==> config.mk <==
export PLATFORM = sky130hd
export DESIGN_NAME = inst_fetch_flat
export DESIGN_NICKNAME = d
export VERILOG_FILES = /design/src/rtl/inst_fetch_pkg.sv /design/src/rtl/inst_fetch_if.sv /design/src/rtl/inst_fetch_redirect_sel.sv /design/src/rtl/inst_fetch.sv /design/src/flat_wrapper.sv
export SDC_FILE = /design/constraint.sdc
export NUM_CORES = 1
export LEC_CHECK = 0
export BUFFER_PORTS_ARGS = -buffer_cell sky130_fd_sc_hd__buf_2
export CELL_PAD_IN_SITES_DETAIL_PLACEMENT = 1
export CELL_PAD_IN_SITES_GLOBAL_PLACEMENT = 1
export CORE_UTILIZATION = 34
export CTS_CLUSTER_SIZE = 20
export DETAILED_ROUTE_END_ITERATION = 7
export GPL_ROUTABILITY_DRIVEN = 0
export PLACE_DENSITY = 0.81
export SKIP_LAST_GASP = 1
export SLEW_MARGIN = 10
export SYNTH_ARGS = -nofsm -noshare
export SYNTH_HDL_FRONTEND = slang
export SYNTH_HIERARCHICAL = 1
export SYNTH_SLANG_ARGS = --single-unit
export TNS_END_PERCENT = 10
==> constraint.sdc <==
create_clock -name clk -period 2.4 [get_ports clk]
set_input_delay 0.48 -clock clk [delete_from_list [all_inputs] [get_ports clk]]
set_output_delay 0.48 -clock clk [all_outputs]
set_load 0.005 [all_outputs]
==> src/rtl/inst_fetch_pkg.sv <==
// rtl/inst_fetch_pkg.sv - shared widths, stall encodings and FSM states for inst_fetch (IC_ADEL_EN widens the bus)
package inst_fetch_pkg;

  localparam int          STALL_BUS_W      = 6;
  localparam logic        STOP             = 1'b1;
  localparam logic        NO_STOP          = 1'b0;
  localparam logic [31:0] ZERO_WORD        = 32'h0000_0000;
  localparam logic [31:0] RESET_PC_DEFAULT = 32'hBFC0_0000;

`ifdef IC_ADEL_EN
  localparam int IC_TO_ID_WD = 34;
`else
  localparam int IC_TO_ID_WD = 33;
`endif

  typedef enum logic [1:0] {
    IF_IDLE = 2'd0,
    IF_REQ  = 2'd1,
    IF_WAIT = 2'd2,
    IF_HOLD = 2'd3
  } if_state_e;

endpackage

==> src/rtl/inst_fetch_if.sv <==
// rtl/inst_fetch_if.sv - SRAM-like instruction memory request/response interface
interface inst_fetch_if;

  logic        inst_sram_req;
  logic [31:0] inst_sram_addr;
  logic        inst_sram_addr_ok;
  logic        inst_sram_data_ok;
  logic [31:0] inst_sram_rdata;

  modport master (
    output inst_sram_req,
    output inst_sram_addr,
    input  inst_sram_addr_ok,
    input  inst_sram_data_ok,
    input  inst_sram_rdata
  );

  modport slave (
    input  inst_sram_req,
    input  inst_sram_addr,
    output inst_sram_addr_ok,
    output inst_sram_data_ok,
    output inst_sram_rdata
  );

endinterface

==> src/rtl/inst_fetch_redirect_sel.sv <==
// rtl/inst_fetch_redirect_sel.sv - next-PC priority mux: flush, then branch, then sequential
module if_redirect_sel (
  input  logic        flush,
  input  logic [31:0] new_pc,
  input  logic        br_e,
  input  logic [31:0] br_addr,
  input  logic        advance,
  input  logic [31:0] pc,
  output logic        redirect,
  output logic [31:0] pc_next
);

  assign redirect = flush | br_e;

  always_comb begin
    pc_next = pc;
    if (flush) begin
      pc_next = new_pc;
    end else if (br_e) begin
      pc_next = br_addr;
    end else if (advance) begin
      pc_next = pc + 32'd4;
    end
  end

endmodule

==> src/rtl/inst_fetch.sv <==
// rtl/inst_fetch.sv - IF stage: PC, one-outstanding SRAM fetch, stall hold buffer, redirect squash
// Optional misaligned-fetch (AdEL) reporting enabled by defining IC_ADEL_EN.
module inst_fetch
  import inst_fetch_pkg::*;
#(
  parameter logic [31:0] RESET_PC = RESET_PC_DEFAULT
) (
  input  logic                   clk,
  input  logic                   rst_n,
  input  logic                   flush,
  input  logic [31:0]            new_pc,
  input  logic [STALL_BUS_W-1:0] stall,
  input  logic                   br_e,
  input  logic [31:0]            br_addr,
  output logic                   stallreq,
  inst_fetch_if.master           sram,
  output logic [IC_TO_ID_WD-1:0] ic_to_id_bus,
  output logic [31:0]            ic_inst
);

  if_state_e   state, state_nxt;
  logic [31:0] pc_r, pc_next;
  logic        cancel, cancel_nxt;
  logic [31:0] buf_pc, buf_inst;
  logic        redirect, advance, capture, stop, req;
  logic        out_valid;
  logic [31:0] out_pc, out_inst;
  logic        unused_stall;

`ifdef IC_ADEL_EN
  logic misalign, out_adel, buf_adel, adel_park, park_nxt;
  assign misalign = (pc_r[1:0] != 2'b00);
`endif

  assign stop         = (stall[1] == STOP);
  assign unused_stall = ^{stall[STALL_BUS_W-1:2], stall[0]};

  if_redirect_sel u_redirect_sel (
    .flush    (flush),
    .new_pc   (new_pc),
    .br_e     (br_e),
    .br_addr  (br_addr),
    .advance  (advance),
    .pc       (pc_r),
    .redirect (redirect),
    .pc_next  (pc_next)
  );

  always_comb begin
    state_nxt  = state;
    cancel_nxt = cancel;
    advance    = 1'b0;
    capture    = 1'b0;
    req        = 1'b0;
    stallreq   = 1'b0;
    out_valid  = 1'b0;
    out_pc     = ZERO_WORD;
    out_inst   = ZERO_WORD;
`ifdef IC_ADEL_EN
    out_adel   = 1'b0;
    park_nxt   = adel_park & ~redirect;
`endif
    case (state)
      IF_IDLE: state_nxt = IF_REQ;
      IF_REQ: begin
`ifdef IC_ADEL_EN
        // misaligned PC never reaches memory; it is reported once, then parks until redirected
        if (misalign) begin
          if (!adel_park && !redirect) begin
            out_valid = 1'b1;
            out_pc    = pc_r;
            out_adel  = 1'b1;
            if (stop) begin
              capture   = 1'b1;
              state_nxt = IF_HOLD;
            end else begin
              park_nxt  = 1'b1;
            end
          end
        end else
`endif
        begin
          req      = 1'b1;
          stallreq = 1'b1;
          if (sram.inst_sram_addr_ok) begin
            state_nxt = IF_WAIT;
            if (redirect) cancel_nxt = 1'b1;
          end
        end
      end
      IF_WAIT: begin
        stallreq = 1'b1;
        if (sram.inst_sram_data_ok) begin
          state_nxt  = IF_REQ;
          cancel_nxt = 1'b0;
          if (!cancel && !redirect) begin
            out_valid = 1'b1;
            out_pc    = pc_r;
            out_inst  = sram.inst_sram_rdata;
            stallreq  = 1'b0;
            if (stop) begin
              capture   = 1'b1;
              state_nxt = IF_HOLD;
            end else begin
              advance   = 1'b1;
            end
          end
        end else if (redirect) begin
          cancel_nxt = 1'b1;
        end
      end
      IF_HOLD: begin
        out_valid = 1'b1;
        out_pc    = buf_pc;
        out_inst  = buf_inst;
`ifdef IC_ADEL_EN
        out_adel  = buf_adel;
`endif
        if (redirect) begin
          state_nxt = IF_REQ;
        end else if (!stop) begin
          state_nxt = IF_REQ;
`ifdef IC_ADEL_EN
          if (buf_adel) park_nxt = 1'b1;
          else          advance  = 1'b1;
`else
          advance   = 1'b1;
`endif
        end
      end
      default: state_nxt = IF_IDLE;
    endcase
  end

  always_ff @(posedge clk or negedge rst_n) begin
    if (!rst_n) begin
      state    <= IF_IDLE;
      pc_r     <= RESET_PC;
      cancel   <= 1'b0;
      buf_pc   <= ZERO_WORD;
      buf_inst <= ZERO_WORD;
    end else begin
      state  <= state_nxt;
      pc_r   <= pc_next;
      cancel <= cancel_nxt;
      if (capture) begin
        buf_pc   <= out_pc;
        buf_inst <= out_inst;
      end
    end
  end

`ifdef IC_ADEL_EN
  always_ff @(posedge clk or negedge rst_n) begin
    if (!rst_n) begin
      buf_adel  <= 1'b0;
      adel_park <= 1'b0;
    end else begin
      adel_park <= park_nxt;
      if (capture) buf_adel <= out_adel;
    end
  end

  assign ic_to_id_bus = {out_adel, out_valid, out_pc};
`else
  assign ic_to_id_bus = {out_valid, out_pc};
`endif

  assign ic_inst             = out_inst;
  assign sram.inst_sram_req  = req;
  assign sram.inst_sram_addr = req ? pc_r : ZERO_WORD;

endmodule

==> src/flat_wrapper.sv <==
// flat-port wrapper written by rule: the top's interface ports become plain ports
module inst_fetch_flat import inst_fetch_pkg::*;
#(
  parameter logic [31:0] RESET_PC = RESET_PC_DEFAULT
)
  (clk, rst_n, flush, new_pc, stall, br_e, br_addr, stallreq, ic_to_id_bus, ic_inst, sram_inst_sram_req, sram_inst_sram_addr, sram_inst_sram_addr_ok, sram_inst_sram_data_ok, sram_inst_sram_rdata);
  inst_fetch_if sram_i ();
  input  logic clk;
  input  logic rst_n;
  input  logic flush;
  input  logic [31:0] new_pc;
  input  logic [STALL_BUS_W-1:0] stall;
  input  logic br_e;
  input  logic [31:0] br_addr;
  output logic stallreq;
  output logic [IC_TO_ID_WD-1:0] ic_to_id_bus;
  output logic [31:0] ic_inst;
  output wire logic [$bits(sram_i.inst_sram_req)-1:0] sram_inst_sram_req;
  output wire logic [$bits(sram_i.inst_sram_addr)-1:0] sram_inst_sram_addr;
  input wire logic [$bits(sram_i.inst_sram_addr_ok)-1:0] sram_inst_sram_addr_ok;
  input wire logic [$bits(sram_i.inst_sram_data_ok)-1:0] sram_inst_sram_data_ok;
  input wire logic [$bits(sram_i.inst_sram_rdata)-1:0] sram_inst_sram_rdata;
  assign sram_inst_sram_req = sram_i.inst_sram_req;
  assign sram_inst_sram_addr = sram_i.inst_sram_addr;
  assign sram_i.inst_sram_addr_ok = sram_inst_sram_addr_ok;
  assign sram_i.inst_sram_data_ok = sram_inst_sram_data_ok;
  assign sram_i.inst_sram_rdata = sram_inst_sram_rdata;
  inst_fetch #(.RESET_PC(RESET_PC)) u_core (.clk(clk), .rst_n(rst_n), .flush(flush), .new_pc(new_pc), .stall(stall), .br_e(br_e), .br_addr(br_addr), .stallreq(stallreq), .sram(sram_i), .ic_to_id_bus(ic_to_id_bus), .ic_inst(ic_inst));
endmodule
==> summary.txt <==
status: complete, but fails checks
failing checks: setup timing
fraction of registers with async set or reset after synthesis: 100.0%
share of post-route cells with drive strength above 1: 39.92%
vias in the first global route: 5306
Clock Sinks: 99
Worst R2R Path Depth: 10
Via density: 5.532
via count: 5145
Final period util: 100.8%
die area: 16530 sq um
Setup CP Type: register to primary output
Seq/Total Area, Yosys: 45.70%
Max FO, Critical Path: 10
Crit path depth: 8
Num CTS Buffers: 9
synth unique cells: 51
Crit-path slowest cell: dfrtp_1
Die X: 128.6 um
CP Buf/Inv Count: 5
number of synthesized flops with an enable pin: 0
Skew-Pair Late Insertion Delay: 0.34 ns
initial antenna violation count: 0
worst setup path start: u_core/state[0]
die height: 128.6 um
Reg2Reg Launch Point: u_core/state[0]
Max Cap Viol: 0
Final Setup Violations: 15
Achievable Freq: 413.2 MHz
port bufs: 201
clock transition at the registers of the reported paths: 0.07 ns
Pre-antenna DRT Iters: 4
CP Capture Type: primary output
post-synth top area cell: dfrtp_1
Syn Area/Cell: 10.72 sq um
Initial DRC Count: 271
final hold viol count: 0
ys flop type: dfrtp_1
I/O pin cnt: 207
Post-Syn Area: 5445 sq um
worst vdd ir: 0.0003329 V
H-Tree Depth: 3
Warnings, synthesis: 6
Initial Util: 35.30%
Post-DP HPWL: 12.24 mm
largest net degree at the start of global routing: 68
residual DRC count: 0
hold path cells: 3
CTS Buffer Depth: 2
drt total wl: 18.56 mm
Final Max Tran Viols: 0
Worst slew margin: 68.09%
Final Worst Setup Slack: -0.02038 ns
clock root cell: clkbuf_16
Setup TNS: -0.09119 ns
synthesized instance count: 508
global-route wire length before repair: 27.87 mm
Hold/Removal Path Class: input pin to register
hold path start: new_pc[3]
share of the synthesized area in the top cell type: 41.36%
pwr/cell area: 677.6 nW/um^2
worst-margin pin slew: 0.4786 ns
RSZ-0062 raised after global routing: true
gr ovfl total: 0
overall power: 4.960 mW
core area: 15430 sq um
GRT Total Usage: 21.63%
Inserted Diodes: 0
CP startpoint kind: register
largest cells by area after synthesis: dfrtp_1 (41%), a22o_1 (21%), dfstp_2 (4.3%)
remaining antenna violation count: 0
cell family with most CP delay: buffers and inverters
FP Rows: 45
Final min period: 2.420 ns
synthesis-stage register bit count: 99
DR WL/cell: 19.96 um
Cell Chain, Critical Path: inv_2, ha_4, buf_6, and4bb_4, buf_12, clkbuf_16, a22o_1, buf_2
Final Util: 47.45%
Mapped Nets: 621
WP data required: 1.92 ns
Layout area overhead: 34.44%
critical path data arrival time: 1.94 ns
LEAKAGE: 3.592 nW
Final Skew: 0.004987 ns
Final nets: 827
Largest stage delay, worst path: 0.38 ns
CTS tree: yes
-- flip-flops by register name, indices dropped and copies added, names as in the netlist --
| name | cells |
|---|---|
| u_core/state | 2 |
| u_core/pc_r | 32 |
| u_core/cancel | 1 |
| u_core/buf_inst | 32 |
| u_core/buf_pc | 32 |
-- stage by stage --
stage          setup slack (ns)  hold WS [ns]  cells  area [sq um]
2_1_floorplan           0.03132        0.1844    508          5470
3_3_place_gp           0.009765        0.3585    899          6751
3_5_place_dp           -0.05368        0.3585    899          6751
4_1_cts                -0.07154        0.3335    917          7066
5_1_grt                -0.08870        0.3541    930          7321
6_report               -0.02038        0.3480    930          7321
-- path summary, 6_finish.rpt --
| check | slack [ns] | to |
|---|---|---|
| worst max-delay path | -0.02 | ic_inst[30] |
| worst min-delay path | 0.35 | u_core/pc_r[3] |
| worst max register to register | 0.02 | u_core/pc_r[8] |
| worst min register to register | 0.51 | u_core/buf_inst[31] |
| max in group asynchronous | 1.06 | u_core/pc_r[25] |
| min in group asynchronous | 0.57 | u_core/buf_inst[14] |
-- synth_stat cells, types with 2 or more instances --
| cell type | number |
|---|---|
| a22o_1 | 128 |
| dfrtp_1 | 90 |
| and2_1 | 34 |
| nand2_1 | 27 |
| clkbuf_1 | 20 |
| o21ai_0 | 19 |
| xnor2_1 | 19 |
| buf_2 | 15 |
| a21oi_1 | 12 |
| a22oi_1 | 11 |
| dfstp_2 | 9 |
| nor2_1 | 9 |
| buf_6 | 8 |
| inv_1 | 8 |
| nor3_1 | 7 |
| mux2i_1 | 6 |
| nand4_1 | 6 |
| o21ai_1 | 6 |
| o22ai_1 | 6 |
| xor2_1 | 6 |
| and4_1 | 5 |
| ha_1 | 5 |
| nand2b_1 | 5 |
| nand3_1 | 5 |
| o31ai_1 | 4 |
| and3_1 | 3 |
| nor3_2 | 3 |
| nor3_4 | 3 |
| mux2_2 | 2 |
| nand4_2 | 2 |
| nor4_1 | 2 |
| o21a_1 | 2 |
| o31a_1 | 2 |
| or2_2 | 2 |
-- worst register-to-register path: stages (launching register included) --
cell and delay [ns]:
dfrtp_1 0.40, buf_4 0.14, buf_4 0.14, ha_2 0.20, a31oi_1 0.27, nor3_4 0.08
and4_1 0.28, and3_1 0.23, xnor2_1 0.17, o21ai_0 0.09, mux2_2 0.28
-- power breakdown --
| part | switching, mW | internal [mW] | total [mW] |
|---|---|---|---|
| Clock | 0.631 | 0.837 | 1.47 |
| Combinational | 0.750 | 0.683 | 1.43 |
| Sequential | 0.190 | 1.87 | 2.06 |
| Total | 1.57 | 3.39 | 4.96 |
-- per-layer routing --
layer	track usage, %	routed length [um]	share of wire, %
met1	27.82	8088	44
met2	37.36	9300	50
met3	3.285	933	5.0
met4	6.713	238	1.3
met5	0	0	0
-- cell usage in the layout (no fill, tap or decap), types with 7 or more instances in the layout --
master / netlist / final
buf_2: 15 / 200
a22o_1: 128 / 128
dfrtp_1: 90 / 90
and2_1: 34 / 34
nand2_1: 27 / 27
buf_4: 1 / 20
xnor2_1: 19 / 19
o21ai_0: 19 / 19
clkbuf_16: 0 / 14
a21oi_1: 12 / 12
a22oi_1: 11 / 11
buf_12: 0 / 9
dfstp_2: 9 / 9
nor2_1: 9 / 8
inv_1: 8 / 7
-- cell type report --
cell class                 count  area (sq um)
fill                        1820          8107
multi-input combinational    356          2726
sequential                    99          2489
timing repair buffer         239          1511
tap                          211         264.0
clock buffer                  12         246.5
clock inverter                 4         50.05
inverter                       9         33.78
-- what timing repair did --
action	in CTS	in global routing
pin swaps	0	7
endpoints found under the hold margin	15	0
gates resized for setup	0	8
cloned	0	8
setup endpoints to repair	66	72
hold buffers	1	0
buffers inserted	1	5
-- cells by family (layout without fill, tap and decap cells) --
logic type                 Yosys count  count (layout)  share of synthesized area (%)
AOI/OAI and AO/OA                  196             196                          28.33
xor gates and xnor gates            25              25                          4.021
adders and majority gates            5               5                          1.149
buffers and inverters               53             264                          5.170
DFF                                 99              99                          45.70
muxes                                8               8                          1.517
and+or+nand+nor                    122             122                          14.11
Power figures use the tool's default switching activity.
